`src/rtl/freq_select_conditioner.sv`:
```
// rtl/freq_select_conditioner.sv - synchronise, debounce and period-align the frequency-select switch
// Optional FREQ_SEL_TOGGLE_EN: treat sw_i as a push-button that toggles the selection.
module freq_select_conditioner #(
  parameter int sync_stages_p     = 2,
  parameter int debounce_cycles_p = 1000000,
  parameter int timeout_cycles_p  = 2**26,
  parameter int div_width_p       = 32,
  parameter logic [div_width_p-1:0] div_low_p  = div_width_p'(389120),
  parameter logic [div_width_p-1:0] div_high_p = div_width_p'(110592)
) (
  input  logic                   clk,
  input  logic                   rst,
  input  logic                   sw_i,
  input  logic                   period_end_i,
  output logic [div_width_p-1:0] div_factor_o,
  output logic                   freq_sel_o,
  output logic                   load_o,
  output logic                   busy_o
);

  localparam int cnt_w_lp = (debounce_cycles_p > 1) ? $clog2(debounce_cycles_p) : 1;
  localparam int tmo_w_lp = (timeout_cycles_p > 1) ? $clog2(timeout_cycles_p) : 1;
  localparam logic [cnt_w_lp-1:0] cnt_last_lp = cnt_w_lp'(debounce_cycles_p - 1);
  localparam logic [tmo_w_lp-1:0] tmo_last_lp = tmo_w_lp'(timeout_cycles_p - 1);

  typedef enum logic [0:0] {IDLE, WAIT} state_t;

  logic [sync_stages_p-1:0] sync_q;
  logic                     sw_s;
  logic [cnt_w_lp-1:0]      cnt_q;
  logic                     stable_q;
  logic                     accept;
  logic                     target;

  state_t                   state_q, state_d;
  logic [tmo_w_lp-1:0]      tmo_q, tmo_d;
  logic                     busy_d, load_d, sel_d;
  logic [div_width_p-1:0]   div_d;

  always_ff @(posedge clk) begin
    if (rst) sync_q <= '0;
    else     sync_q <= {sync_q[sync_stages_p-2:0], sw_i};
  end

  assign sw_s   = sync_q[sync_stages_p-1];
  assign accept = (sw_s != stable_q) && (cnt_q == cnt_last_lp);

  // Counter only runs while the synchronised level disagrees with the accepted one.
  always_ff @(posedge clk) begin
    if (rst) begin
      cnt_q    <= '0;
      stable_q <= 1'b0;
    end else if (sw_s == stable_q) begin
      cnt_q    <= '0;
    end else if (accept) begin
      cnt_q    <= '0;
      stable_q <= sw_s;
    end else begin
      cnt_q    <= cnt_q + 1'b1;
    end
  end

`ifdef FREQ_SEL_TOGGLE_EN
  logic toggle_q;

  // A rising debounced edge is an accept while the new level is 1.
  always_ff @(posedge clk) begin
    if (rst)                toggle_q <= 1'b0;
    else if (accept && sw_s) toggle_q <= ~toggle_q;
  end

  assign target = toggle_q;
`else
  assign target = stable_q;
`endif

  always_comb begin
    state_d = state_q;
    tmo_d   = tmo_q;
    busy_d  = busy_o;
    load_d  = 1'b0;
    sel_d   = freq_sel_o;
    div_d   = div_factor_o;
    case (state_q)
      IDLE: begin
        if (target != freq_sel_o) begin
          state_d = WAIT;
          busy_d  = 1'b1;
          tmo_d   = '0;
        end
      end
      WAIT: begin
        tmo_d = tmo_q + 1'b1;
        // A revert wins over a coincident boundary.
        if (target == freq_sel_o) begin
          state_d = IDLE;
          busy_d  = 1'b0;
        end else if (period_end_i || (tmo_q == tmo_last_lp)) begin
          state_d = IDLE;
          busy_d  = 1'b0;
          load_d  = 1'b1;
          sel_d   = target;
          div_d   = target ? div_high_p : div_low_p;
        end
      end
      default: state_d = IDLE;
    endcase
  end

  always_ff @(posedge clk) begin
    if (rst) begin
      state_q      <= IDLE;
      tmo_q        <= '0;
      busy_o       <= 1'b0;
      load_o       <= 1'b0;
      freq_sel_o   <= 1'b0;
      div_factor_o <= div_low_p;
    end else begin
      state_q      <= state_d;
      tmo_q        <= tmo_d;
      busy_o       <= busy_d;
      load_o       <= load_d;
      freq_sel_o   <= sel_d;
      div_factor_o <= div_d;
    end
  end

endmodule

```
`config.mk`:
```
export PLATFORM = sky130hd
export DESIGN_NAME = freq_select_conditioner
export DESIGN_NICKNAME = d
export VERILOG_FILES = /design/src/rtl/freq_select_conditioner.sv
export SDC_FILE = /design/constraint.sdc
export NUM_CORES = 1
export LEC_CHECK = 0
export ABC_AREA = 1
export CAP_MARGIN = 10
export CORE_ASPECT_RATIO = 1.4
export CORE_MARGIN = 4
export CORE_UTILIZATION = 49
export DETAILED_ROUTE_END_ITERATION = 12
export PLACE_DENSITY = 0.73
export SETUP_SLACK_MARGIN = 0.05
export SLEW_MARGIN = 20
export SYNTH_ARGS = -nofsm -noshare
export SYNTH_HDL_FRONTEND = slang
export SYNTH_SLANG_ARGS = --single-unit
```
`constraint.sdc`:
```
create_clock -name clk -period 1.37 [get_ports clk]
set_input_delay 0.2055 -clock clk [delete_from_list [all_inputs] [get_ports clk]]
set_output_delay 0.2055 -clock clk [all_outputs]
set_load 0.005 [all_outputs]
```
==> flow_metrics.tcl, run 1 <==
set metrics [dict create \
    yosysWarnings 0 \
    reg2reg_to "cnt_q[11]" \
    cts_tree "built" \
    core_area_um2 5610 \
    ios 39 \
    worst_ep_arrival_time_ps 1720 \
    areaGrowthSynthToFinish_pct 33.6 \
    syn_area_um2 2880 \
    grt_pass1_vias 2597 \
    overflow 0 \
    p_seq_share_pct 56.8 \
    p_int_mw 2.16 \
    global_route.usage.total_pct 19.5 \
    r2r-start "stable_q" \
    clockBufferDepth 2 \
    hold_start "sw_i" \
    p_total_mw 2.76 \
    numCtsBuffers 5 \
    cts.clk_slew.worst_paths_ps 100 \
    final_nets 484 \
    fillers 445 \
    finalCritPeriodShare_pct 110 \
    final_layout_size_suffix_gt1_share_pct 34.9 \
    die-area_um2 7190 \
    hold_depth 3 \
    peakVddDrop_mv 0.547 \
    grt_start_max_net_pins 17 \
    fin_ws_ps -140 \
    crit_buf_inv 2 \
    die_w_um 72.8 \
    setup_viol 24 \
    fmax_mhz 662 \
    drcViolationCount 0 \
    start_util_pct 51.4 \
    grt_pass1_wl_um 11300 \
    place_ws_ps -85.1 \
    cp_num_cells 8 \
    multi_input_comb_area_um2 1770 \
    violations "negative setup slack" \
    routed-via-count 2801 \
    holdWs_ps 414 \
    clockPowerShare_pct 39.0 \
    wl_per_cell_um 14.0 \
    critPathCaptureType "flop" \
    cp-start-kind "flop" \
    post-route-util_pct 68.7 \
    critical-path-top-delay-family "simple AND/OR/NAND/NOR gates" \
    syn_inst 410 \
    rsz0062_at_grt "true" \
    synth_seq_area_share_pct 37.5 \
    firstDrtPassIters 4 \
    seqCellArea_um2 1120 \
    switching_share_pct 22.0 \
    antenna_left 0 \
    slowest_stage "dfxtp_4" \
    syn_avg_cell_area_um2 7.03 \
    drt_iter0_markers 199 \
    numPortBuffers 8 \
    hold_path_class "primary input to flop" \
    synthArstFlopShare_pct 0 \
    fin_skew_ps 17.7 \
    comb_power_share_pct 4.2 \
    cp_slowest_stage_delay_ps 410 \
    clk_latency_ps 310 \
    cp_common_cell "nand3_4" \
    crit_required_ps 1580 \
    power.switching_mw 0.607 \
    cts_root_buf "clkbuf_8" \
    wl_um 7640 \
    cp_max_fo 5 \
    max_cap_violations 0 \
    hold_end "sync_q[0]" \
    row_count 32 \
    power.density_nw_per_um2 718 \
    netlist-cell-type-count 31 \
    via_per_inst 5.12 \
    path_cells "xor2_2, nand2_1, nor2_2, nand3_4, nand3_4, buf_12, clkbuf_16, nor2_1" \
    reg2reg_setup_slack_ps -140 \
    antenna_found_initial 0 \
    gp_congestion 0.833 \
    cts.sinks 54 \
    diodes 0 \
    run_status "finished, violations left" \
    ys_ff_latch 54 \
    post-dp-hpwl_um 4890 \
    finalHoldViolCount 0 \
    fin_crit_ps 1510 \
    path_class "flop to flop" \
    report.final.slew_viol_count 0 \
    die_h_um 98.7 \
    synth_flop_cell "dfxtp_1" \
    p_leak_nw 1.48 \
    reg2reg_depth 8 \
    htreeDepth 2 \
    synth-edff-count 0 \
]
-- kinds of logic (layout without fill, tap and decap cells) --
logic type               count (synthesis)  after routing  share of synthesized area [%]
AND/OR/NAND/NOR                        214            214                           33.2
buffers and inverters                   78            119                           14.9
flip-flops                              54             54                           37.5
AO/OA/AOI/OAI                           44             44                           8.42
XOR/XNOR                                16             16                           4.86
adder cells (fa/ha/maj)                  2              2                          0.868
other                                    2             30                          0.261
-- final cells by class --
| type | count | area share, % |
|---|---|---|
| Timing Repair Buffer | 70 | 15.8 |
| Inverter | 41 | 4.06 |
| Tap cell | 68 | 2.21 |
| Clock buffer | 6 | 1.89 |
| Clock inverter | 2 | 0.943 |
| Sequential cell | 54 | 29.0 |
| Multi-Input combinational cell | 306 | 46.1 |
-- flip-flops by register name, indices dropped and copies added, names as in the netlist --
signal / count
state_q: 1
freq_sel_o: 1
cnt_q: 20
stable_q: 1
load_o: 1
div_factor_o: 1
tmo_q: 26
sync_q: 2
busy_o: 1
-- routing by layer --
metal | wire (um) | vias up | track usage (%)
met5 | 0 | - | 0
met4 | 261 | 0 | 7.81
met3 | 246 | 24 | 3.06
met2 | 4410 | 69 | 37.5
met1 | 2720 | 1337 | 20.3
li1 | - | 1371 | -
-- metrics by stage --
| step | TNS, ps | cells | instance area, um2 |
|---|---|---|---|
| 2_1_floorplan | -293 | 438 | 3030 |
| 4_1_cts | -1250 | 537 | 3600 |
| 3_5_place_dp | -1790 | 517 | 3230 |
| 3_3_place_gp | -550 | 517 | 3230 |
| 6_report | -2530 | 547 | 3850 |
| 5_1_grt | -5000 | 547 | 3850 |
-- worst register-to-register path: cells and delay by family (launching register included) --
kind	cells	cell delay, ps
buffers and inverters	2	260
and+or+nand+nor	5	530
DFF	1	410
xor gates and xnor gates	1	200
-- repair_timing --
| item | 4_1_cts | 5_1_grt |
|---|---|---|
| cloned | 1 | 2 |
| hold buffers | 0 | 0 |
| buffers inserted | 11 | 8 |
| endpoints found under the setup margin | 45 | 47 |
| pin swaps | 18 | 9 |
| resized for setup | 59 | 43 |
-- power groups by stage --
| stage | Combinational, mW | Clock (mW) | Sequential (mW) |
|---|---|---|---|
| 2_1_floorplan | 0.117 | 0 | 1.61 |
| 3_3_place_gp | 0.0865 | 0 | 1.61 |
| 3_5_place_dp | 0.0872 | 0 | 1.61 |
| 4_1_cts | 0.0971 | 1.11 | 1.57 |
| 5_1_grt | 0.126 | 1.15 | 1.57 |
| 6_report | 0.116 | 1.08 | 1.57 |
-- worst max-delay path by stage --
stage | start | endpoint | slack, ps
detailed placement | cnt_q[1] | cnt_q[1] | -90
global route | cnt_q[12] | cnt_q[10] | -210
finish | stable_q | cnt_q[11] | -140
floorplan | cnt_q[0] | cnt_q[2] | -20
global placement | cnt_q[1] | cnt_q[2] | -30
CTS | cnt_q[1] | cnt_q[2] | -80
-- cell usage in the layout (no fill, tap or decap), drive strengths merged --
master,Yosys,routed
a211oi,1,1
a21oi,21,21
a31oi,1,1
buf,35,61
bufinv,0,1
clkbuf,2,7
clkdlybuf4s50,0,3
conb,2,30
dfxtp,54,54
dlygate4sd2,0,5
ha,2,2
inv,41,42
nand2,96,96
nand3,23,23
nand3b,3,3
nand4,5,5
nor2,71,71
nor3,16,16
o211ai,1,1
o21a,3,3
o21ai,13,13
o22ai,1,1
o31ai,3,3
xnor2,5,5
xor2,11,11
-- cell usage after synthesis, types with 2 or more instances --
master | n | area share, %
conb_1 | 2 | 0.26
clkbuf_1 | 2 | 0.26
buf_6 | 2 | 0.78
o21ai_0 | 12 | 2.1
nor3_2 | 2 | 0.69
xor2_1 | 11 | 3.3
nand2_1 | 92 | 12
nand3b_1 | 3 | 0.78
buf_4 | 32 | 8.3
dfxtp_1 | 54 | 38
xnor2_1 | 5 | 1.5
nor2_2 | 4 | 0.87
o31ai_1 | 3 | 0.78
nor3_1 | 14 | 2.4
nor2_4 | 4 | 1.6
o21a_1 | 3 | 0.78
ha_1 | 2 | 0.87
nand3_2 | 4 | 1.4
nand2_2 | 4 | 0.87
inv_1 | 40 | 5.2
nand3_1 | 19 | 3.3
nand4_1 | 5 | 1.1
a21oi_1 | 21 | 3.6
nor2_1 | 63 | 8.2
(Power assumes the default switching activity.)
==> run 2, diff against run 1 <==
Settings changed: CORE_MARGIN 4 to 2, TNS_END_PERCENT set to 100.
==> run 2 against run 1 <==
  * The flow still finishes with violations (negative setup slack)
  * Sequential power hardly changed
  * Non-clock buffer count is 14 lower
  * Clock power is 13% lower
  * Maximum frequency is 4.7% higher
  * Sequential cell count stayed put
  * Global-route usage is 2.6 points higher
  * Register-to-register slack better by 70 ps
  * Setup slack better by 68 ps
  * Critical path depth is 1 higher
  * Total power is 5.6% lower
  * First-iteration DRC count is 46% lower
  * Critical path type unchanged
  * Highest routed layer unchanged
==> flow_metrics.tcl, run 2 (same netlist as run 1, synthesis figures left out) <==
set metrics [dict create \
    run_status "finished, violations left" \
    violations "negative setup slack" \
    finalCritPeriodShare_pct 105 \
    fmax_mhz 694 \
    crit_buf_inv 1 \
    crit_end "cnt_q[13]" \
    holdWs_ps 411 \
    row_count 33 \
    p_seq_share_pct 60.0 \
    final_layout_size_suffix_gt1_share_pct 37.0 \
    final_cell_mix "70 x nand2_1, 47 x nor2_1, 43 x buf_4, 37 x inv_1, 30 x conb_1" \
    p_leak_nw 1.46 \
    fin_crit_ps 1440 \
    path_cells "ha_4, nand2_4, nor2_4, nand3_4, nor2_4, nand3_2, nand3_4, buf_12, a21oi_1" \
    fin_skew_ps 16.1 \
    via_per_inst 5.11 \
    max_cap_violations 0 \
    cts_root_buf "clkbuf_8" \
    critical-path-top-delay-family "simple AND/OR/NAND/NOR gates" \
    firstDrtPassIters 4 \
    cts.clk_slew.worst_paths_ps 100 \
    hold_start "sync_q[0]" \
    diodes 0 \
    die_w_um 68.8 \
    cp_max_fo 10 \
    grt_start_max_net_pins 19 \
    drt_iter0_markers 107 \
    die_h_um 94.7 \
    crit_required_ps 1580 \
    global_route.usage.total_pct 22.1 \
    comb_power_share_pct 3.9 \
    wl_um 7250 \
    cp-start-kind "flop" \
    seqCellArea_um2 1130 \
    r2r-start "cnt_q[1]" \
    post-dp-hpwl_um 4510 \
    path_class "flop to flop" \
    setup_viol 21 \
    antenna_left 0 \
    largest_reg_flops 26 \
    finalHoldViolCount 0 \
    clockBufferDepth 2 \
    worst_ep_arrival_time_ps 1650 \
    drcViolationCount 0 \
    slowest_stage "dfxtp_2" \
    cp_num_cells 9 \
    peakVddDrop_mv 0.579 \
    gp_congestion 0.875 \
    ios 39 \
    place_area_um2 3190 \
    cts_tree "built" \
    areaGrowthSynthToFinish_pct 31.7 \
    final_nets 470 \
    grt_pass1_wl_um 11200 \
    fin_ws_ps -71.9 \
    start_util_pct 49.8 \
    numCtsBuffers 5 \
    post-route-util_pct 65.6 \
    fin_area_um2 3790 \
    multi_input_comb_area_um2 1850 \
    power.switching_mw 0.641 \
    reg2reg_depth 9 \
    p_int_mw 1.97 \
    top_regs "tmo_q: 26 flops, cnt_q: 20 flops, sync_q: 2 flops" \
    rsz0062_at_grt "true" \
    worstSetupStartpoint "cnt_q[1]" \
    clk_latency_ps 320 \
    cp_slowest_stage_delay_ps 360 \
    fillers 449 \
    routed-via-count 2734 \
    overflow 0 \
    clockPowerShare_pct 36.1 \
    htreeDepth 2 \
    hold_path_class "flop to flop" \
    core_area_um2 5780 \
    largest_register "tmo_q" \
    die-area_um2 6520 \
    critPathCaptureType "flop" \
    reg2reg_setup_slack_ps -70 \
    grt_pass1_vias 2626 \
    report.final.slew_viol_count 0 \
    mostFrequentLayoutCell "nand2_1" \
    wl_per_cell_um 13.5 \
    antenna_found_initial 0 \
    numPortBuffers 8 \
    reg2reg_to "cnt_q[13]" \
    power.density_nw_per_um2 688 \
    switching_share_pct 24.6 \
    cts.sinks 54 \
]
## run 2: changes by cell type in the layout (fill, tap and decap cells not counted), moves of 3 or more
cell     change
dfxtp_1      -5
nor2_2       -4
dfxtp_4      +3
nand2_4      +3
nor2_4       +4
buf_4       -12
nand2_1      -5
nand3_2      +5
nand3_1      -4
## run 2: worst register-to-register path, cell delays in order (launching register included)
cell,delay [ps]
dfxtp_2,360
ha_4,150
nand2_4,60
nor2_4,120
nand3_4,120
nor2_4,120
nand3_2,100
nand3_4,120
buf_12,140
a21oi_1,50
## run 2: power by group through the flow
stage / Combinational (mW) / Sequential [mW] / Clock (mW)
after floorplan: 0.117 / 1.61 / 0
after global placement: 0.0863 / 1.61 / 0
after detailed placement: 0.0869 / 1.61 / 0
after CTS: 0.0968 / 1.57 / 0.947
after global routing: 0.117 / 1.57 / 1.01
final: 0.102 / 1.56 / 0.942
## run 2: area by class of cell
class / count / area share, %
Clock inverter: 3 / 0.627
Tap cell: 70 / 2.31
Clock buffer: 5 / 1.81
Inverter: 41 / 4.12
Timing Repair Buffer: 56 / 12.6
Multi-Input combinational cell: 306 / 48.7
Sequential cell: 54 / 29.8
## run 2: per-layer routing
metal  global-route usage [%]  part of all wire, %  up-vias
met5                        0                    0        -
met4                     8.82                  3.1        0
met3                     4.29                  3.0       22
met2                     41.3                   56       56
met1                     23.4                   37     1311
li1                         -                    -     1345
## run 2: worst min path at each step
stage / to / slack, ps / depth (start not counted)
6_report: sync_q[1] / 410 / 2
5_1_grt: sync_q[0] / 430 / 3
2_1_floorplan: sync_q[0] / 310 / 2
3_5_place_dp: sync_q[1] / 400 / 2
3_3_place_gp: sync_q[1] / 410 / 2
4_1_cts: sync_q[1] / 410 / 2
## run 2: repair_timing
action,in CTS,in global routing
hold buffers,0,0
endpoints found under the setup margin,47,49
buffers inserted,8,5
pin swaps,24,15
gates resized for setup,69,61
gates cloned,1,0
## run 2: per-stage QoR
stage / std cells / total power, mW / TNS [ps] / worst slack, ps
global placement: 513 / 1.70 / -841 / -46.5
floorplan: 438 / 1.73 / -293 / -18.7
detailed placement: 513 / 1.70 / -1690 / -88.0
finish: 535 / 2.61 / -1170 / -71.9
global route: 535 / 2.69 / -2790 / -125
CTS: 530 / 2.62 / -1120 / -73.4
